**src/rtl/shake_arbiter.sv**
```systemverilog
// Round-robin arbiter sharing one SHAKE core among N_REQ requesters: one job owns the core from grant to last squeeze word.
// Optional macro SHAKE_ARB_PRIO0_EN gives requester 0 absolute priority in every idle arbitration.
module shake_arbiter #(
    parameter int N_REQ = 4,
    parameter int W     = 64
) (
    input  logic                 clk,
    input  logic                 rst,
    input  logic [N_REQ-1:0]     req_valid,
    input  logic [2*N_REQ-1:0]   req_mode,
    input  logic [32*N_REQ-1:0]  req_output_size,
    input  logic [W*N_REQ-1:0]   req_data,
    input  logic [N_REQ-1:0]     req_data_valid,
    input  logic [N_REQ-1:0]     req_last,
    output logic [N_REQ-1:0]     req_data_ready,
    output logic [N_REQ-1:0]     grant,
    output logic                 core_start,
    output logic [1:0]           core_mode,
    output logic [31:0]          core_output_size,
    output logic [W-1:0]         core_data,
    output logic                 core_data_valid,
    output logic                 core_last,
    input  logic                 core_data_ready,
    input  logic [W-1:0]         core_data_out,
    input  logic                 core_valid_out,
    output logic                 core_ready_in,
    output logic [W-1:0]         rsp_data,
    output logic [N_REQ-1:0]     rsp_valid,
    input  logic [N_REQ-1:0]     rsp_ready,
    output logic                 busy
);

    localparam int LOG2W = $clog2(W);
    localparam logic [N_REQ-1:0] ONE_HOT0 = {{(N_REQ-1){1'b0}}, 1'b1};
    localparam logic [N_REQ-1:0] MASK_REQ0 = {{(N_REQ-1){1'b1}}, 1'b0};

    typedef enum logic [1:0] {ST_IDLE, ST_START, ST_ABSORB, ST_SQUEEZE} state_t;

    state_t            state_r, state_next_s;
    logic [N_REQ-1:0]  grant_r, grant_next_s;
    logic [2:0]        owner_r, owner_next_s;
    logic [2:0]        ptr_r, ptr_next_s;
    logic [31:0]       wcnt_r, wcnt_next_s;
    logic [1:0]        mode_r, mode_next_s;
    logic [31:0]       size_r, size_next_s;
    logic [3:0]        arb_s;
    int                owner_i_s;
    int                arb_i_s;

    // Lowest requester index at or after p, wrapping; result is {found, index}.
    function automatic logic [3:0] rr_pick(input logic [N_REQ-1:0] v, input logic [2:0] p);
        logic       found;
        logic [2:0] sel;
        int         idx;
        found = 1'b0;
        sel   = 3'd0;
        for (int k = 0; k < N_REQ; k++) begin
            idx = (int'(p) + k) % N_REQ;
            if (!found && v[idx]) begin
                found = 1'b1;
                sel   = 3'(idx);
            end else begin
                found = found;
            end
        end
        return {found, sel};
    endfunction

    // Squeeze word count: 33-bit sum so a size of 0xFFFFFFFF cannot wrap; zero words still yields one.
    function automatic logic [31:0] words_for(input logic [31:0] size);
        logic [32:0] sum;
        logic [32:0] q;
        sum = {1'b0, size} + 33'(W - 1);
        q   = sum >> LOG2W;
        if (q[31:0] == 32'd0) begin
            return 32'd1;
        end else begin
            return q[31:0];
        end
    endfunction

    assign owner_i_s = int'(owner_r);
    assign arb_i_s   = int'(arb_s[2:0]);

    // Idle arbitration choice.
    always_comb begin
        arb_s = 4'd0;
`ifdef SHAKE_ARB_PRIO0_EN
        if (req_valid[0]) begin
            arb_s = {1'b1, 3'd0};
        end else begin
            arb_s = rr_pick(req_valid & MASK_REQ0, ptr_r);
        end
`else
        arb_s = rr_pick(req_valid, ptr_r);
`endif
    end

    // Next-state and next-register values of the job FSM.
    always_comb begin
        state_next_s = state_r;
        grant_next_s = grant_r;
        owner_next_s = owner_r;
        ptr_next_s   = ptr_r;
        wcnt_next_s  = wcnt_r;
        mode_next_s  = mode_r;
        size_next_s  = size_r;
        case (state_r)
            ST_IDLE: begin
                if (arb_s[3]) begin
                    state_next_s = ST_START;
                    owner_next_s = arb_s[2:0];
                    grant_next_s = ONE_HOT0 << arb_s[2:0];
                    mode_next_s  = req_mode[arb_i_s*2 +: 2];
                    size_next_s  = req_output_size[arb_i_s*32 +: 32];
                end else begin
                    state_next_s = ST_IDLE;
                end
            end
            ST_START: begin
                wcnt_next_s  = words_for(size_r);
                state_next_s = ST_ABSORB;
            end
            ST_ABSORB: begin
                if (req_data_valid[owner_i_s] && core_data_ready && req_last[owner_i_s]) begin
                    state_next_s = ST_SQUEEZE;
                end else begin
                    state_next_s = ST_ABSORB;
                end
            end
            ST_SQUEEZE: begin
                if (core_valid_out && rsp_ready[owner_i_s]) begin
                    wcnt_next_s = wcnt_r - 32'd1;
                    if (wcnt_r == 32'd1) begin
                        state_next_s = ST_IDLE;
                        grant_next_s = {N_REQ{1'b0}};
                        ptr_next_s   = (owner_r == 3'(N_REQ - 1)) ? 3'd0 : owner_r + 3'd1;
                    end else begin
                        state_next_s = ST_SQUEEZE;
                    end
                end else begin
                    state_next_s = ST_SQUEEZE;
                end
            end
            default: begin
                state_next_s = ST_IDLE;
                grant_next_s = {N_REQ{1'b0}};
            end
        endcase
    end

    // Job state registers; reset aborts any job in flight.
    always_ff @(posedge clk or negedge rst) begin
        if (!rst) begin
            state_r <= ST_IDLE;
            grant_r <= {N_REQ{1'b0}};
            owner_r <= 3'd0;
            ptr_r   <= 3'd0;
            wcnt_r  <= 32'd0;
            mode_r  <= 2'd0;
            size_r  <= 32'd0;
        end else begin
            state_r <= state_next_s;
            grant_r <= grant_next_s;
            owner_r <= owner_next_s;
            ptr_r   <= ptr_next_s;
            wcnt_r  <= wcnt_next_s;
            mode_r  <= mode_next_s;
            size_r  <= size_next_s;
        end
    end

    // Stream steering between the owner and the core; every non-owner lane stays quiet.
    always_comb begin
        req_data_ready  = {N_REQ{1'b0}};
        rsp_valid       = {N_REQ{1'b0}};
        core_data       = {W{1'b0}};
        core_data_valid = 1'b0;
        core_last       = 1'b0;
        core_ready_in   = 1'b0;
        rsp_data        = {W{1'b0}};
        case (state_r)
            ST_ABSORB: begin
                core_data                 = req_data[owner_i_s*W +: W];
                core_data_valid           = req_data_valid[owner_i_s];
                core_last                 = req_last[owner_i_s];
                req_data_ready[owner_i_s] = core_data_ready;
            end
            ST_SQUEEZE: begin
                rsp_data             = core_data_out;
                rsp_valid[owner_i_s] = core_valid_out;
                core_ready_in        = rsp_ready[owner_i_s];
            end
            default: begin
                core_ready_in = 1'b0;
            end
        endcase
    end

    assign grant            = grant_r;
    assign core_start       = (state_r == ST_START);
    assign busy             = (state_r != ST_IDLE);
    assign core_mode        = mode_r;
    assign core_output_size = size_r;

endmodule

```
**config.mk**
```make
export PLATFORM = sky130hd
export DESIGN_NAME = shake_arbiter
export DESIGN_NICKNAME = d
export VERILOG_FILES = /design/src/rtl/shake_arbiter.sv
export SDC_FILE = /design/constraint.sdc
export NUM_CORES = 1
export LEC_CHECK = 0
export ABC_AREA = 0
export CORE_AREA = 2 2 255 257
export CTS_CLUSTER_SIZE = 10
export DETAILED_ROUTE_END_ITERATION = 8
export DIE_AREA = 0 0 257 259
export HOLD_SLACK_MARGIN = 0.12
export PLACE_DENSITY = 0.38
export SETUP_SLACK_MARGIN = 0.1
export SLEW_MARGIN = 20
export SYNTH_ARGS = -nofsm -noshare
export SYNTH_HDL_FRONTEND = slang
export SYNTH_SLANG_ARGS = --single-unit
```
**constraint.sdc**
```tcl
create_clock -name clk -period 4.6 [get_ports clk]
set_input_delay 1.38 -clock clk [delete_from_list [all_inputs] [get_ports clk]]
set_output_delay 1.38 -clock clk [all_outputs]
set_load 0.05 [all_outputs]
```
; ---- Yosys cells after proc, flatten, opt, wreduce, memory -nomap -nowiden
; Cells that the tools add are included.
; Widths: inputs -> output; s select.
[totals]
wordCells = 105
register_bits = 77
in_bits = 476
[classes]
shifts = 4
n_bitwise = 5
n_eq_ne = 8
order_cmp = 6
n_mux = 47
n_addsub = 6
n_reduce_logical = 22
[op_table]
columns = cell, count
row1 = $shiftx 256x10->64, 1
row2 = $mux 64, 2
row3 = $shiftx 128x9->32, 1
row4 = $pmux 32 s2, 1
row5 = $add 32x6->33 const B, 1
row6 = $eq 32x1->1 const B, 1
row7 = $logic_not 32->1, 1
row8 = $mux 32, 1
row9 = $sub 32x1->32 const B, 1
row10 = $mux 27, 1
row11 = $mux 1, 20
row12 = $mux 4, 5
row13 = $bmux 1 s2, 7
row14 = $lt 3x4->1 const B, 3
row15 = $mux 3, 3
row16 = $and 4x4->4, 2
row17 = $mux 2, 4
row18 = $pmux 2 s4, 1
row19 = $pmux 4 s2, 1
row20 = $shiftx 8x5->2, 1
row21 = $logic_and 1x1->1, 7
row22 = $ne 2x2->1 const B, 3
row23 = $reduce_bool 2->1, 3
row24 = $reduce_or 2->1, 3
row25 = other kinds (16), 24

; ---- Logic depth before layout (Yosys ltp)
[logic_depth]
ltp_word = 17
depth_mapped = 8
depth_no_buf = 7

; ---- Worst setup path before layout
; Ideal clock, no wire load.
[synth_timing]
path_kind = input to output
startpoint = input port rsp_ready[1]
endpoint = output port core_ready_in
setup_slack_ps = 855
arrival_time_ps = 2365
stages = 2
path_cell_list = mux4_2 nor2b_1
[synth_via]
elab_chain_cells = 3
[synth_rtl]
columns = item, line_no
row1 = start: declaration, 29  ; input logic [N_REQ-1:0] rsp_ready,
row2 = $bmux 1 s2, 192  ; core_ready_in = rsp_ready[owner_i_s];
row3 = $mux 1 (implied by the code), 192
row4 = $mux 1, 182  ; case (state_r)
row5 = end: declaration, 26  ; output logic core_ready_in,
; Every way passes these cells. The select of a mux whose other input is x is not followed.

; ---- Worst setup path in the final report
[layout_timing]
startpoint = input port core_data_out[28]
endpoint = output port rsp_data[28]
[layout_via]
elab_chain_cells = 1
[layout_rtl]
columns = item, line_no
row1 = start: declaration, 24  ; input logic [W-1:0] core_data_out,
row2 = $mux 64, 182
row3 = end: declaration, 27  ; output logic [W-1:0] rsp_data,
; Every way passes these cells.

==> results by stage <==
Outcome:
- The run finished with clean final reports.

Worst setup path:
- The data required time at the worst endpoint is 3220 ps.
- The critical path contains buffers and inverters numbering 2 combined.
- The family with the most delay on the worst path is buffers and inverters.
- The worst path arrival time is 2830 ps.
- The endpoint type of the worst setup path is a primary output.
- The most numerous cell type found on the critical path is sky130_fd_sc_hd__clkdlybuf4s50_1.
- The worst setup path is launched from a primary input.
- In this design, the stage delay of the slowest critical-path cell is 800 ps.
- The critical path class is in -> out.
- In this run the worst path has a maximum fanout of 1.
- The slowest stage of the critical path belongs to the cell sky130_fd_sc_hd__clkdlybuf4s50_1.
- Walking the worst path, the cells encountered are clkdlybuf4s50_1, and3_1, clkdlybuf4s50_1.

Yosys:
- The simple-gate area share of the yosys netlist is 0.238.
- Of all flip-flops after synthesis, the portion carrying an async set or reset was 1.00.
- Yosys printed 0 warnings.
- Counting every net in the synthesized netlist gives 1366.
- The synthesized netlist contains 59 unique library cells.
- The share of the synthesized area in compound gates (AO/OA/AOI/OAI) is 0.110.
- The most frequently used flop master after synthesis is sky130_fd_sc_hd__dfrtp_1.
- The share of the Yosys chip area taken by registers is 0.236.
- The combinational family with the most area after synthesis is multiplexers.
- Of the total synthesized cell area, the portion taken by full adders, half adders and majority gates is 0.00932.
- The post-synthesis area per instance is 9.11 um^2.
- Of the total synthesized cell area, the portion taken by XOR and XNOR cells is 0.0315.
- In this run, synthesis produced a sequential element count of 76.
- Of the post-synthesis cell area, the part taken by muxes is 0.327.
- The cell area that synthesis handed to floorplanning was 8050 um^2.
- The count of flip-flops with a built-in enable after synthesis is 0.
- The number of instances in the synthesized netlist is 884.

Floorplan:
- The floorplan step defined a die boundary enclosing 66600 um^2.
- In this run the vertical extent of the chip is 259 um.
- The initial core utilization is 0.126.
- The number of ports placed on the die boundary is 655.
- The number of rows in the core area is 93.
- The core outline area is 63900 um^2.
- The die is 257 um wide.

Finish:
- The layout cell share with drive strength beyond 1 is 0.185.
- The leading cell type in the layout, fill and taps excluded is sky130_fd_sc_hd__clkdlybuf4s50_1.
- At the end of the flow the core is filled with cells to 0.249.
- The net count reported at finish is 1975.
- For this run, the number of standard cells in the final layout without fillers is 2368.
- Counting the fill cells in the layout gives 6892.
- The area added between synthesis and finish is 97.3%.
- The sequential cell area is 1910 um^2.
- The library cells used most frequently in the layout, excluding fill and tap cells, are sky130_fd_sc_hd__clkdlybuf4s50_1, sky130_fd_sc_hd__and3_1, sky130_fd_sc_hd__buf_4.
- In the final layout, the multi-input gates occupy 5810 um^2.

STA:
- Setup violations remaining at the end of the flow were counted as 0.
- Measured against its own limit, the worst slew margin works out to 0.345.
- The transition at the pin with the smallest max-transition slack is 980 ps.
- For this run, the top clock speed supported by timing is 237 MHz.
- The number of endpoints with negative hold slack in the final report came to 0.
- Setup repair after global routing left no endpoint under its margin.
- After layout, the worst setup slack is 387 ps.
- The tightest hold path in the finished design has a slack of 490 ps.
- Across the routed clock network, the largest skew measured is 11.6 ps.
- The clock period minus final worst setup slack is 4210 ps.
- Of the available clock period, the critical path in the final layout requires 0.916.
- The final-layout setup total negative slack is 0 ps.
- The number of max-slew violations in the final report came to 0.

Placed design:
- During placement, the flow inserted port buffers numbering 654.
- The cell count after placement is 2337.
- The half-perimeter wire length after placement is 48200 um.
- The setup slack at placement is 382 ps.
- At the end of routability-driven placement, the weighted congestion stood at 0.937.

Global route:
- For this run, the total global-route usage over all layers was measured as 0.164.
- The number of global-route vias before repair is 10100.
- For this run the aggregate overflow at the end of global routing stands at 0.
- The largest net degree at the start of global routing is 75.
- The global-route wire length before repair is 78600 um.
- The number of antenna violations at the first check in global routing was 26.

Clock tree:
- The maximum level of the CTS H-tree is 3.
- The clock network latency to the later pin of the worst-skew pair is 350 ps.
- The number of buffers on the longest clock path is 2.
- The post-cts resize count is 0.
- The CTS clock-pin slew for the worst setup and hold paths is 60 ps.
- The clock drives 76 sinks.
- The post-CTS repair timing setup buffer count is 0.
- The buffer type at the clock tree root is sky130_fd_sc_hd__clkbuf_16.
- TritonCTS built the clock tree.
- In this run, post-CTS hold repair placed 0 buffers.
- Buffers inserted during clock tree synthesis total 9.

Pwr:
- For this design the static power due to leakage is 6.41 nW.
- Power spread over the standard cell area amounts to 180 nW/um^2.
- The peak supply drop is 0.000157 V.

Drt:
- The detailed router finished its first iteration with 444 violations.
- In the routed layout, each cell is associated on average with a via count of 4.19.
- The first detailed-routing pass ran for 4 iterations.
- After detailed routing, the number of remaining DRC violations is 0.
- In the final routed layout, each cell accounts on average for 23.8 um.
- The via total after detailed routing is 9912.
- The total length of routed wires is 56400 um.
- In this run the remaining antenna-violating nets after routing total 0.

Job:
- Max-cap violations in this run came to 0.

Min path:
- The kind of path behind the tightest hold check is reg -> reg.
path summary, 6_finish.rpt:
kind	from	to	slack [ps]	cells past startpoint
max in group asynchronous	rst	core_output_size[21]	2640	2
worst min register to register	core_mode[0]	core_mode[0]	490	2
worst max-delay path	core_data_out[28]	rsp_data[28]	390	3
worst max register to register	owner_r[0]	ptr_r[0]	1830	5
min in group asynchronous	rst	core_output_size[10]	1130	1
worst min-delay path	core_mode[0]	core_mode[0]	490	2
synthesized netlist by cell type, drive strengths merged, types with 11 or more instances:
master / instances / share of area
and3: 143 / 0.11
mux2i: 71 / 0.088
nor2: 46 / 0.021
o21ai: 67 / 0.042
inv: 11 / 0.0051
xor2: 13 / 0.014
buf: 19 / 0.012
xnor2: 16 / 0.017
dfrtp: 76 / 0.24
mux2: 36 / 0.051
a21oi: 39 / 0.024
nor3: 18 / 0.013
nand2: 76 / 0.035
mux4: 67 / 0.19
clkbuf: 64 / 0.030
nand3: 20 / 0.012
logic make-up (layout without fill, tap and decap cells):
| kind of cell | count (synthesis) | count (layout) |
|---|---|---|
| simple gates | 353 | 353 |
| buf+inv | 94 | 708 |
| xor+xnor | 29 | 29 |
| fa+ha+maj | 6 | 6 |
| flops | 76 | 76 |
| mux | 174 | 174 |
| compound gates | 152 | 152 |
| other cells | 0 | 15 |
where the power goes:
part           leakage (nW)  internal (mW)  switching, mW  total, mW
clock network         0.163          0.490          0.309      0.800
registers             0.995          0.731         0.0998      0.831
logic                  5.25          0.716          0.518       1.23
metal layers:
layer,global-route usage,wire length (um),vias up
met2,0.254,25500,422
met1,0.208,24700,4827
met3,0.0690,5170,48
met5,0.0164,71,-
met4,0.0396,892,12
li1,-,-,4603
tightest hold or removal path: stages, from the launching register on:
cell and delay, ps:
sky130_fd_sc_hd__dfrtp_1 350, sky130_fd_sc_hd__nand2_1 50, sky130_fd_sc_hd__o21ai_0 60
metrics by stage:
| step | instance area, um^2 | power, mW |
|---|---|---|
| 2_1_floorplan | 8050 | 1.40 |
| 3_3_place_gp | 15500 | 2.08 |
| 3_5_place_dp | 15500 | 2.09 |
| 4_1_cts | 15800 | 2.91 |
| 5_1_grt | 15900 | 3.02 |
| 6_report | 15900 | 2.87 |
sequential cells by signal (all words and copies together) (netlist names):
signal / cells
core_output_size: 32
wcnt_r: 32
grant: 4
core_mode: 2
owner_r: 2
ptr_r: 2
state_r: 2
final cells by class:
cell class,count,area share
clock buffer,10,0.0150
antenna,15,0.00236
clock inverter,6,0.00551
multi-input combinational,714,0.366
sequential,76,0.121
timing repair buffer,681,0.421
tap,855,0.0674
inverter,11,0.00260
Power figures use the tool's default switching activity.
